`src/rtl/shift_cmd_seq.sv`:
```
`default_nettype none
// ---------------------------------------------------------------------------
// shift_cmd_seq : expands load/shift/rotate/hold commands into the per-cycle
//                 mode/din/lin/rin drive of a universal shift register.
// Revision 1.0
// ---------------------------------------------------------------------------
module shift_cmd_seq #(
  parameter int WIDTH = 4,
  parameter int CNT_W = 3
) (
  input  logic             clk,
  input  logic             reset,
  input  logic             cmd_valid,
  output logic             cmd_ready,
  input  logic [1:0]       cmd_op,
  input  logic [WIDTH-1:0] cmd_data,
  input  logic [CNT_W-1:0] cmd_cnt,
  input  logic             cmd_fill,
  input  logic             cmd_rot,
  input  logic [WIDTH-1:0] sr_dout,
  output logic [1:0]       sr_mode,
  output logic [WIDTH-1:0] sr_din,
  output logic             sr_lin,
  output logic             sr_rin,
  output logic             busy,
  output logic             done
);

  localparam logic [1:0] IDLE  = 2'd0;
  localparam logic [1:0] LOAD  = 2'd1;
  localparam logic [1:0] SHIFT = 2'd2;
  localparam logic [1:0] DONE  = 2'd3;

  localparam logic [1:0] OP_RIGHT = 2'b01;
  localparam logic [1:0] OP_LEFT  = 2'b10;
  localparam logic [1:0] OP_LOAD  = 2'b11;

  localparam logic [WIDTH-1:0] LSB_MASK = {{(WIDTH-1){1'b0}}, 1'b1};
  localparam logic [WIDTH-1:0] MSB_MASK = {1'b1, {(WIDTH-1){1'b0}}};

  logic [1:0]       state;
  logic [1:0]       op_q;
  logic [WIDTH-1:0] data_q;
  logic [CNT_W-1:0] cnt_q;
  logic             fill_q;
  logic             rot_q;
  logic             accept;

  assign accept = cmd_valid && cmd_ready;

  always_ff @(posedge clk) begin
    if (!reset) begin
      state  <= IDLE;
      op_q   <= 2'b00;
      data_q <= '0;
      cnt_q  <= '0;
      fill_q <= 1'b0;
      rot_q  <= 1'b0;
    end else begin
      case (state)
        IDLE: begin
          if (accept) begin
            op_q   <= cmd_op;
            data_q <= cmd_data;
            cnt_q  <= cmd_cnt;
            fill_q <= cmd_fill;
            rot_q  <= cmd_rot;
            if (cmd_op == OP_LOAD)
              state <= LOAD;
            else if ((cmd_op == OP_RIGHT || cmd_op == OP_LEFT) && cmd_cnt != '0)
              state <= SHIFT;
            else
              state <= DONE;
          end
        end
        LOAD:  state <= DONE;
        SHIFT: begin
          if (cnt_q == CNT_W'(1))
            state <= DONE;
          else
            cnt_q <= cnt_q - CNT_W'(1);
        end
        DONE:    state <= IDLE;
        default: state <= IDLE;
      endcase
    end
  end

  // Outputs are gated by reset so an abort silences the register drive at once.
  always_comb begin
    sr_mode   = 2'b00;
    sr_din    = '0;
    sr_lin    = 1'b0;
    sr_rin    = 1'b0;
    busy      = 1'b0;
    done      = 1'b0;
    cmd_ready = 1'b0;
    if (reset) begin
      busy      = (state != IDLE);
      cmd_ready = (state == IDLE);
      case (state)
        LOAD: begin
          sr_mode = OP_LOAD;
          sr_din  = data_q;
        end
        SHIFT: begin
          sr_mode = op_q;
          sr_lin  = rot_q ? |(sr_dout & LSB_MASK) : fill_q;
          sr_rin  = rot_q ? |(sr_dout & MSB_MASK) : fill_q;
        end
        DONE:    done = 1'b1;
        default: ;
      endcase
    end
  end

endmodule
`default_nettype wire

```
`config.mk`:
```
export PLATFORM = sky130hd
export DESIGN_NAME = shift_cmd_seq
export DESIGN_NICKNAME = d
export VERILOG_FILES = /design/src/rtl/shift_cmd_seq.sv
export SDC_FILE = /design/constraint.sdc
export NUM_CORES = 1
export LEC_CHECK = 0
export ABC_AREA = 1
export BUFFER_PORTS_ARGS = -buffer_cell sky130_fd_sc_hd__buf_2
export CORE_MARGIN = 4
export CORE_UTILIZATION = 35
export CTS_CLUSTER_DIAMETER = 30
export CTS_CLUSTER_SIZE = 25
export DETAILED_ROUTE_END_ITERATION = 12
export PLACE_DENSITY_LB_ADDON = 0.25
export SLEW_MARGIN = 30
export SYNTH_ARGS = -nofsm -noshare
export SYNTH_HDL_FRONTEND = slang
export SYNTH_SLANG_ARGS = --single-unit
```
`constraint.sdc`:
```
create_clock -name clk -period 3.05 [get_ports clk]
set_input_delay 0.61 -clock clk [delete_from_list [all_inputs] [get_ports clk]]
set_output_delay 0.61 -clock clk [all_outputs]
set_load 0.05 [all_outputs]
```
# [Yosys cells after proc, flatten, opt, wreduce, memory -nomap -nowiden]
# Index checks and enable logic that the tools add are counted.
[totals] word_cells=49 rom_bits=0 latch_bits=0 register_bits=13 out_inout_bits=11 mem_bits_rw=0 memories=0 input_bits=18
[op_classes] bitwise=0 n_addsub=1 eq_ne=10 div=0 mux=22 n_shift=0 reduce_logical=10 multipliers=0 magnitude_cmp=0
[ops] cell="two-way mux 1 bit" n=11
[ops] cell="equality test 2 bit, second input constant" n=4
[ops] cell="two-way mux 2 bit" n=4
[ops] cell="two-way mux 4 bit" n=2
[ops] cell="case mux 2 bit (4 select lines)" n=1
[ops] cell="two-way mux 3 bit" n=2
[ops] cell="!= test 2 bit, second input constant" n=3
[ops] cell="case mux 3 bit (2 select lines)" n=1
[ops] cell="equality test 2 x 1 -> 1 bit, second input constant" n=2
[ops] cell="case mux 2 bit (2 select lines)" n=1
[ops] cell="AND reduction 2 bit" n=2
[ops] cell="nonzero test 2 bit" n=2
[ops] cell="equality test 3 x 1 -> 1 bit, second input constant" n=1
[ops] cell="AND reduction 3 bit" n=1
[ops] cell="nonzero test 3 bit" n=1
[ops] cell="subtractor 3 x 1 -> 3 bit, second input constant" n=1
[ops] cell="logical AND 1 bit" n=2
[ops] cell="logical NOT 2 bit" n=1
[ops] cell="logical OR 1 bit" n=1

# [Logic depth before layout (Yosys ltp)]
# Gate-level depths: netlist (run 1).
[depth] word_depth=7 mapped_depth=9 ltp_nobuf=9

# [Least setup slack after synthesis (run 1)]
# No wires, ideal clock.
[synth_path] kind="register to output" from="register state[0]" to="output sr_lin" setup_slack_ns=0.620 path_stages_with_launch=5 arrival_ns=1.820 path_buffers=0 required_ns=2.440 path_cell_list="dfxtp_1 -> inv_1 -> ha_1 -> inv_1 -> nor3_1"
[synth_via] elab_chain_cells=3
[synth_lines] item="from (decl)" line_no="41" rtl="logic [1:0] state;"
[synth_lines] item="from (signal assigned)" line_no="53" rtl="state <= IDLE;"
[synth_lines] item="from (signal assigned)" line_no="69" rtl="state <= LOAD;"
[synth_lines] item="from (signal assigned)" line_no="71" rtl="state <= SHIFT;"
[synth_lines] item="equality test 2 bit" line_no="101" rtl="case (state)"
[synth_lines] item="two-way mux 1 bit" line_no="101"
[synth_lines] item="two-way mux 1 bit" line_no="98" rtl="if (reset) begin"
[synth_lines] item="to (decl)" line_no="23" rtl="output logic sr_lin,"
# Every way passes these cells.

# [Worst setup path in the final report (run 1)]
# Same ends and word-level chain as after synthesis.

==> flow_summary.json, run 1 <==
{
  "outcome": "finished, final reports clean",
  "worst_slew_pin_slew_ps": 318.2,
  "hold_viol_final": 0,
  "ctsHoldBuffers": 0,
  "start_kind": "flop",
  "cts_buffer_depth": 2,
  "clock_skew_ps": 1.022,
  "layout_common_cells": "nand2_1 (36), buf_2 (26), inv_1 (18)",
  "ys_seq_elements": 13,
  "synth_cell_types": 12,
  "crit_fanout": 8,
  "grt_overflow": 0,
  "grt_pass1_vias": 743,
  "arrival_ps": 1610,
  "dp_hpwl_um": 1365,
  "crit_top_cell": "inv_1",
  "crit_end": "sr_lin",
  "setup_viol": 0,
  "numCtsBuffers": 3,
  "layout_commonest_cell": "nand2_1",
  "cts_setup_buffers": 0,
  "crit_type": "reg -> out",
  "postRouteAntennaNets": 0,
  "area_delta_synth_final_pct": 22.45,
  "avgSynthCellArea_um2": 6.548,
  "slowest_delay_ps": 340,
  "r2r_cells": 8,
  "wl_per_cell_um": 9.784,
  "worstHoldStart": "fill_q",
  "vias": 787,
  "syn_inst": 120,
  "drc_errors": 0,
  "powerDensity_nw_per_um2": 839.5,
  "final_nets": 175,
  "drt_first_pass_iters": 4,
  "initial_core_util": 0.3848,
  "seq_area_frac_synth": 0.3312,
  "cts-root-buf": "clkbuf_4",
  "htree_levels": 1,
  "cp.required_ps": 2440,
  "vdd_drop_max_mv": 0.4512,
  "die-height_um": 55.38,
  "antennaDiodeCount": 0,
  "placed_cell_area_um2": 935.9,
  "regArea_um2": 260.3,
  "hold_path.class": "reg -> reg",
  "rr_startpoint": "state[0]",
  "initialDrtViolationCount": 9,
  "maxCapViolCount": 0,
  "dieArea_um2": 3067,
  "slowest_stage": "dfxtp_1",
  "synthTopCellsByArea": "dfxtp_1 (33%), nand2_1 (17%), ha_1 (11%), inv_1 (8.6%), nor2_1 (7.2%)",
  "fp.dieW_um": 55.38,
  "cts_sinks": 13,
  "report.final.slew_viol_count": 0,
  "p_leak_uw": 0.0005346,
  "synthesis.nets": 145,
  "synth_area_leader_cell": "dfxtp_1",
  "fmax_mhz": 449.8,
  "crit_start": "state[0]",
  "ctsResizeCount": 0,
  "dp_cells": 172,
  "rsz0062_at_grt": "no",
  "n_fill_cell": 228,
  "critPathCaptureType": "output port",
  "multi_input_area_um2": 444.2,
  "drive_gt1_frac": 0.2148,
  "post-route-min-period_ps": 2223,
  "grt_max_degree": 17,
  "ff2ff_setup_slack_ps": 1610,
  "antenna_found_initial": 0,
  "netlist_area_um2": 785.8,
  "stdcell_count": 176,
  "synth_top_area_frac": 0.3312,
  "grt_use_total": 0.1243,
  "r2r_end": "cnt_q[2]",
  "rows": 16,
  "clkLatencyLatePin_ps": 270,
  "slew_headroom": 0.7879,
  "cts_tree": "done",
  "final_cell_area_um2": 962.2,
  "grt_pass1_wl_um": 3167,
  "vias_per_cell": 4.472,
  "coreArea_um2": 2042,
  "gp_congestion": 0.6933,
  "fin_crit_sh": 0.7290,
  "finalSetupTns_ps": 0,
  "path_cells": "inv_1 > ha_1 > inv_1 > nor3_1 > buf_2",
  "ys_warn_count": 0,
  "port_buffers": 26,
  "num_io_pins": 29,
  "clk_pin_slew_worst_paths_ps": 80,
  "wirelength_um": 1722
}
==> metal layers <==
metal | wire (um) | up-vias | global-route usage
met2 | 804 | 19 | 0.2010
met3 | 88 | 2 | 0.02564
met1 | 811 | 333 | 0.1546
met5 | 0 | - | 0
met4 | 18 | 0 | 0.06250
li1 | - | 433 | -
==> cell usage after synthesis (all sizes together) <==
cell,count
nand3,7
o21ai,8
nor2,15
a21oi,8
clkbuf,1
dfxtp,13
nand2,38
inv,18
ha,7
nor3,5
==> per-stage QoR <==
step / hold slack (ps) / utilization / setup WS, ps / power (uW)
CTS: 457.1 / 0.4712 / 802.7 / 817.3
detailed placement: 445.9 / 0.4583 / 810.2 / 708.9
finish: 458.1 / 0.4712 / 826.6 / 807.7
floorplan: 429.7 / - / 619.7 / 616.3
global route: 483.0 / 0.4712 / 608.6 / 904.6
global placement: 439.6 / 0.4583 / 843.2 / 698.6
==> state kept, by name, indices dropped and copies added, names as in the netlist <==
register  flops
rot_q         1
data_q        4
state         2
cnt_q         3
fill_q        1
op_q          2
==> power breakdown <==
part | switching, uW | leakage, uW | internal (uW) | total (uW)
registers | 25.2 | 0.000107 | 216 | 242
logic | 316 | 0.000412 | 145 | 461
clock network | 54.8 | 0.0000150 | 50.6 | 105
==> worst min path at each step <==
| stage | endpoint | cells after the start |
|---|---|---|
| final | fill_q | 2 |
| after global routing | fill_q | 2 |
| after CTS | data_q[1] | 2 |
| after detailed placement | data_q[1] | 2 |
| after global placement | fill_q | 2 |
| after floorplan | fill_q | 2 |
==> layout make-up <==
type	instances	share of cell area
clock buffers	4	0.02731
multi-input cells	88	0.4616
inverters	18	0.07022
flip-flops and latches	13	0.2705
repair buffers	26	0.1352
well taps	27	0.03511
==> worst max-delay path: cells and delay by family, from the launching register on <==
kind	cells	cell delay [ps]
simple gates	1	190
flops	1	340
buf+inv	3	550
fa+ha+maj	1	260
==> cell families after synthesis <==
family | after synthesis | share of synthesized area
and+or+nand+nor | 65 | 0.3519
AOI/OAI and AO/OA | 16 | 0.1019
DFF | 13 | 0.3312
adders and majority gates | 7 | 0.1115
buffers and inverters | 19 | 0.1035
(Power assumes the default switching activity.)
==> inputs of run 2 (changes only) <==
--- a/config.mk
+++ b/config.mk
@@ -5,7 +5,7 @@
 export SDC_FILE = /design/constraint.sdc
 export NUM_CORES = 1
 export LEC_CHECK = 0
-export ABC_AREA = 1
+export ABC_AREA = 0
 export BUFFER_PORTS_ARGS = -buffer_cell sky130_fd_sc_hd__buf_2
 export CORE_MARGIN = 4
 export CORE_UTILIZATION = 35
==> constraint.sdc (replaced) <==
create_clock -name clk -period 1.88 [get_ports clk]
set_input_delay 0.376 -clock clk [delete_from_list [all_inputs] [get_ports clk]]
set_output_delay 0.376 -clock clk [all_outputs]
set_load 0.05 [all_outputs]
==> run 2 against run 1 <==
Effect of this change:
- count of clock-buffer cells in the layout unchanged
- global-route usage increased by 1.5 points
- sequential power increased by 66%
- final area increased by 9.5%
- power increased by 79%
- worst hold slack got worse by 110 ps
- combinational power increased by 89%
- clock skew increased by 3.4 ps
- cell count decreased by 8.5%
- critical endpoint is now sr_mode[1]
- highest routed layer unchanged
==> flow_summary.json, run 2 <==
{
  "outcome": "finished, final reports clean",
  "top_register": "data_q",
  "dp_cells": 157,
  "htree_levels": 1,
  "vias": 831,
  "synthesis.nets": 128,
  "critPathCaptureType": "output port",
  "initialDrtViolationCount": 9,
  "worst_slack_ps": 50.05,
  "avgSynthCellArea_um2": 7.859,
  "initial_core_util": 0.3659,
  "vias_per_cell": 5.161,
  "clock_skew_ps": 4.424,
  "setup_viol": 0,
  "cts_buffer_depth": 2,
  "worst_slew_pin_slew_ps": 436.8,
  "layout_common_cells": "buf_2 (21), nand2_1 (13), a21oi_1 (13)",
  "antennaDiodeCount": 0,
  "report.final.slew_viol_count": 0,
  "synth_common_cells": "a21oi_1 (13), dfxtp_1 (13), nand2_1 (13)",
  "worst-path-buf-inv": 2,
  "grt_pass1_wl_um": 3505,
  "rsz0062_at_grt": "yes",
  "powerDensity_nw_per_um2": 1375,
  "synth_area_leader_cell": "dfxtp_1",
  "post-route-min-period_ps": 1830,
  "hold_viol_final": 0,
  "cts_sinks": 13,
  "drt_first_pass_iters": 4,
  "ys_warn_count": 0,
  "final_cell_area_um2": 1054,
  "fin_crit_sh": 0.9734,
  "path_cells": "inv_1 > ha_2 > nand2_1 > nor2_2 > buf_4",
  "gp_congestion": 0.7935,
  "netlist_area_um2": 809.5,
  "num_io_pins": 29,
  "arrival_ps": 1450,
  "fmax_mhz": 546.5,
  "postRouteAntennaNets": 0,
  "cts-root-buf": "clkbuf_4",
  "grt_use_total": 0.1390,
  "port_buffers": 26,
  "grt_overflow": 0,
  "ys_seq_elements": 13,
  "crit_fanout": 3,
  "grt_pass1_vias": 844,
  "p_leak_uw": 0.0004799,
  "placed_cell_area_um2": 1001,
  "final_nets": 159,
  "synth-async-reset-ratio": 0,
  "cts_tree": "done",
  "clkLatencyLatePin_ps": 270,
  "crit_type": "reg -> out",
  "area_delta_synth_final_pct": 30.14,
  "pre_cts_ws_ps": 111.4,
  "synth_top_area_frac": 0.3215,
  "drive_gt1_frac": 0.3308,
  "numCtsBuffers": 3,
  "synth_ff_type": "dfxtp_1",
  "coreArea_um2": 2212,
  "die-height_um": 56.09,
  "antenna_found_initial": 0,
  "stdcell_count": 161,
  "rows": 17,
  "vdd_drop_max_mv": 0.5518,
  "hold_path.class": "in -> reg",
  "synth-edff-count": 0,
  "n_fill_cell": 239,
  "start_kind": "flop",
  "path_delay_family": "flip-flops",
  "wl_per_cell_um": 12.84,
  "maxCapViolCount": 0,
  "slowest_delay_ps": 350,
  "fp.dieW_um": 56.09,
  "seq_area_frac_synth": 0.3215,
  "dp_hpwl_um": 1555,
  "clk_pin_slew_worst_paths_ps": 90,
  "finalSetupTns_ps": 0,
  "largest_reg_flops": 4,
  "syn_inst": 103,
  "synthTopCellsByArea": "dfxtp_1 (32%), ha_1 (11%), a21oi_1 (8.0%), nand2_1 (6.0%), nand3_1 (4.9%)",
  "regArea_um2": 262.8,
  "layout_commonest_cell": "buf_2",
  "synth_cell_types": 26,
  "dieArea_um2": 3146,
  "drc_errors": 0,
  "utilization": 0.4762,
  "reg_top3": "data_q (4), cnt_q (3)",
  "slowest_stage": "dfxtp_2",
  "wirelength_um": 2068,
  "slew_headroom": 0.7013,
  "multi_input_area_um2": 523.0,
  "cts_setup_buffers": 0,
  "grt_max_degree": 14,
  "cp.required_ps": 1500
}
==> run 2: tightest hold or removal path: stages <==
cell     delay [ps]
buf_2           100
nand3_1          60
a21oi_1          50
==> run 2: area by class of cell <==
| cell class | count | area share |
|---|---|---|
| Multi-Input combinational cell | 79 | 0.4964 |
| Timing Repair Buffer | 31 | 0.1746 |
| Tap cell | 28 | 0.03325 |
| Inverter | 6 | 0.02138 |
| Sequential cell | 13 | 0.2494 |
| Clock buffer | 4 | 0.02494 |
==> run 2: metrics by stage <==
| stage | hold WS (ps) | power [uW] |
|---|---|---|
| after floorplan | 431.9 | 1020 |
| after global placement | 439.6 | 1222 |
| after detailed placement | 443.6 | 1245 |
| after CTS | 345.9 | 1445 |
| after global routing | 345.3 | 1575 |
| final | 352.4 | 1448 |
==> run 2: worst paths after layout <==
path               start    endpoint  slack, ps  cells after the start
max             state[1]  sr_mode[1]         50                      5
min          cmd_data[1]   data_q[1]        350                      3
max reg2reg     state[0]    cnt_q[1]        200                      5
min reg2reg    data_q[2]   data_q[2]        450                      2
==> run 2: kinds of logic (layout without fill, tap and decap cells) <==
family,after synthesis,count (layout),synth area share
adders and majority gates,7,7,0.1082
DFF,13,13,0.3215
AOI/OAI and AO/OA,27,27,0.2334
and+or+nand+nor,45,45,0.2859
buffers and inverters,11,41,0.05101
==> run 2: routing by layer <==
layer / share of wire / routed length, um / global-route usage / up-vias
li1: - / - / - / 422
met2: 0.51 / 1056 / 0.2521 / 15
met3: 0.046 / 95 / 0.02784 / 2
met5: 0 / 0 / 0 / -
met1: 0.44 / 902 / 0.1625 / 392
met4: 0.0063 / 13 / 0.04068 / 0
==> run 2: report_power, final <==
part | internal [uW] | leakage, uW | switching, uW
logic | 360 | 0.000357 | 512
clock network | 82.0 | 0.0000150 | 92.5
registers | 357 | 0.000108 | 44.5
==> run 2: what timing repair did <==
item                                    CTS  global route
resized for setup                         5             8
endpoints found under the setup margin    5            10
hold buffers                              0             0
pin swaps                                 0             1
==> inputs of run 3 (changes only) <==
--- a/config.mk
+++ b/config.mk
@@ -7,6 +7,7 @@
 export LEC_CHECK = 0
 export ABC_AREA = 0
 export BUFFER_PORTS_ARGS = -buffer_cell sky130_fd_sc_hd__buf_2
+export CORE_ASPECT_RATIO = 0.8
 export CORE_MARGIN = 4
 export CORE_UTILIZATION = 35
 export CTS_CLUSTER_DIAMETER = 30
==> constraint.sdc (replaced) <==
create_clock -name clk -period 1.5 [get_ports clk]
set_input_delay 0.3 -clock clk [delete_from_list [all_inputs] [get_ports clk]]
set_output_delay 0.3 -clock clk [all_outputs]
set_load 0.05 [all_outputs]
==> run 3 against run 2 <==
Effect of this change:
- the flow now finishes with violations (negative setup slack)
- routed wire length increased by 14%
- utilization is 15 points higher
- non-clock buffer count up 10
- register-to-register slack worse by 360 ps
- first-iteration DRC count up 110%
- cell count rose by 4.3%
- setup slack got worse by 210 ps
- count of clock-buffer cells in the layout unchanged
- sequential power rose by 32%
- die area grew 0.16%
- flip-flop and latch count is the same
- critical path type unchanged
- critical endpoint is now sr_rin
- highest routed layer unchanged
==> flow_summary.json, run 3 (synthesized netlist as in run 2, its figures left out) <==
{
  "path_cells": "inv_4 > ha_4 > buf_6 > nand2_4 > a21oi_4 > buf_8",
  "gp_congestion": 0.7629,
  "post-route-min-period_ps": 1661,
  "stdcell_count": 168,
  "ff2ff_setup_slack_ps": -160,
  "arrival_ps": 1360,
  "largest_reg_flops": 4,
  "dieArea_um2": 3151,
  "grt_pass1_wl_um": 3960,
  "cts_tree": "done",
  "clock_skew_ps": 6.631,
  "report.final.slew_viol_count": 0,
  "vias_per_cell": 5.310,
  "final_cell_area_um2": 1368,
  "fp.dieW_um": 61.77,
  "setup_viol": 12,
  "slowest_stage": "dfxtp_2",
  "power_uw": 2465,
  "hold_end": "rot_q",
  "cts_buffer_depth": 2,
  "numCtsBuffers": 3,
  "antennaDiodeCount": 0,
  "hold_viol_final": 0,
  "worst_slack_ps": -161.1,
  "pre_cts_ws_ps": -52.67,
  "r2r_end": "cnt_q[1]",
  "maxCapViolCount": 0,
  "hold_path.class": "in -> reg",
  "wirelength_um": 2353,
  "layout_common_cells": "buf_2 (15), buf_6 (12), nand2_1 (11), dfxtp_1 (11), buf_4 (10)",
  "placed_cell_area_um2": 1109,
  "rsz0062_at_grt": "yes",
  "initialDrtViolationCount": 19,
  "clk_pin_slew_worst_paths_ps": 80,
  "grt_use_total": 0.1673,
  "cp.required_ps": 1200,
  "grt_max_degree": 14,
  "grt_overflow": 0,
  "slew_headroom": 0.7442,
  "dp_hpwl_um": 1647,
  "postRouteAntennaNets": 0,
  "start_kind": "flop",
  "reg_top3": "data_q (4), cnt_q (3)",
  "holdPathStages": 3,
  "violations": "negative setup slack",
  "initial_core_util": 0.3718,
  "top_register": "data_q",
  "ctsHoldBuffers": 0,
  "rows": 15,
  "worstHoldStart": "cmd_rot",
  "wl_per_cell_um": 14.01,
  "utilization": 0.6282,
  "coreArea_um2": 2177,
  "outcome": "finished, violations left",
  "powerDensity_nw_per_um2": 1802,
  "rr_startpoint": "state[1]",
  "drt_first_pass_iters": 4,
  "area_delta_synth_final_pct": 68.93,
  "fmax_mhz": 602.0,
  "n_fill_cell": 189,
  "fin_crit_sh": 1.107,
  "clkLatencyLatePin_ps": 280,
  "path_delay_family": "buffers and inverters",
  "htree_levels": 1,
  "vdd_drop_max_mv": 1.205,
  "final_nets": 169,
  "antenna_found_initial": 0,
  "die-height_um": 51.02,
  "dp_cells": 160,
  "grt_pass1_vias": 901,
  "drive_gt1_frac": 0.4685,
  "cts-root-buf": "clkbuf_4",
  "worst-path-buf-inv": 3,
  "num_io_pins": 29,
  "r2r_cells": 6,
  "critPathCaptureType": "output port",
  "drc_errors": 0,
  "layout_commonest_cell": "buf_2",
  "crit_type": "reg -> out",
  "crit_fanout": 4,
  "vias": 892,
  "worst_slew_pin_slew_ps": 378.9,
  "port_buffers": 26,
  "slowest_delay_ps": 340,
  "p_leak_uw": 0.0005771,
  "cts_sinks": 13
}
-- run 3: cell types whose count changed in the layout (fill, tap and decap cells not counted), sizes merged --
cell / previous run / this run
buf: 31 / 41
-- run 3: worst max-delay path by stage --
stage / cells past startpoint / endpoint / slack, ps / from
finish: 6 / sr_rin / -160 / state[0]
global route: 6 / sr_rin / -240 / state[0]
CTS: 6 / sr_rin / -160 / state[0]
detailed placement: 5 / cnt_q[1] / -50 / cnt_q[1]
global placement: 5 / cnt_q[1] / -30 / state[0]
floorplan: 4 / busy / -8 / state[1]
-- run 3: timing repair --
action | 4_1_cts | 5_1_grt
gates resized for setup | 37 | 13
buffers inserted | 4 | 0
setup endpoints to repair | 12 | 16
pin swaps | 5 | 4
-- run 3: per-stage QoR --
step / hold WS (ps) / TNS [ps]
6_report: 263.9 / -1400
5_1_grt: 263.2 / -2328
4_1_cts: 259.8 / -1649
3_5_place_dp: 441.8 / -67.09
3_3_place_gp: 438.2 / -26.60
2_1_floorplan: 431.9 / -10.58
-- run 3: worst min-delay path, delay by kind of cell --
family	cells	cell delay, ps
AO/OA/AOI/OAI	1	50
buffers and inverters	1	90
AND/OR/NAND/NOR	1	50
-- run 3: layer usage --
metal | GRT usage | share of wire | vias to the layer above
li1 | - | - | 446
met1 | 0.2221 | 0.41 | 416
met2 | 0.2596 | 0.51 | 28
met3 | 0.06566 | 0.065 | 2
met4 | 0.02473 | 0.0051 | 0
met5 | 0 | 0 | -
-- run 3: cell type report --
| cell class | instances | area, um2 | share of cell area |
|---|---|---|---|
| multi-input combinational | 79 | 671.9 | 0.4913 |
| timing repair buffer | 41 | 345.3 | 0.2525 |
| sequential | 13 | 265.3 | 0.1940 |
| tap | 25 | 31.28 | 0.02287 |
| inverter | 6 | 27.53 | 0.02013 |
| clock buffer | 4 | 26.28 | 0.01921 |
-- run 3: report_power, final --
group	switching [uW]	internal, uW	leakage [uW]
combinational	885	832	0.000454
clock	112	103	0.0000150
sequential	78.5	453	0.000108
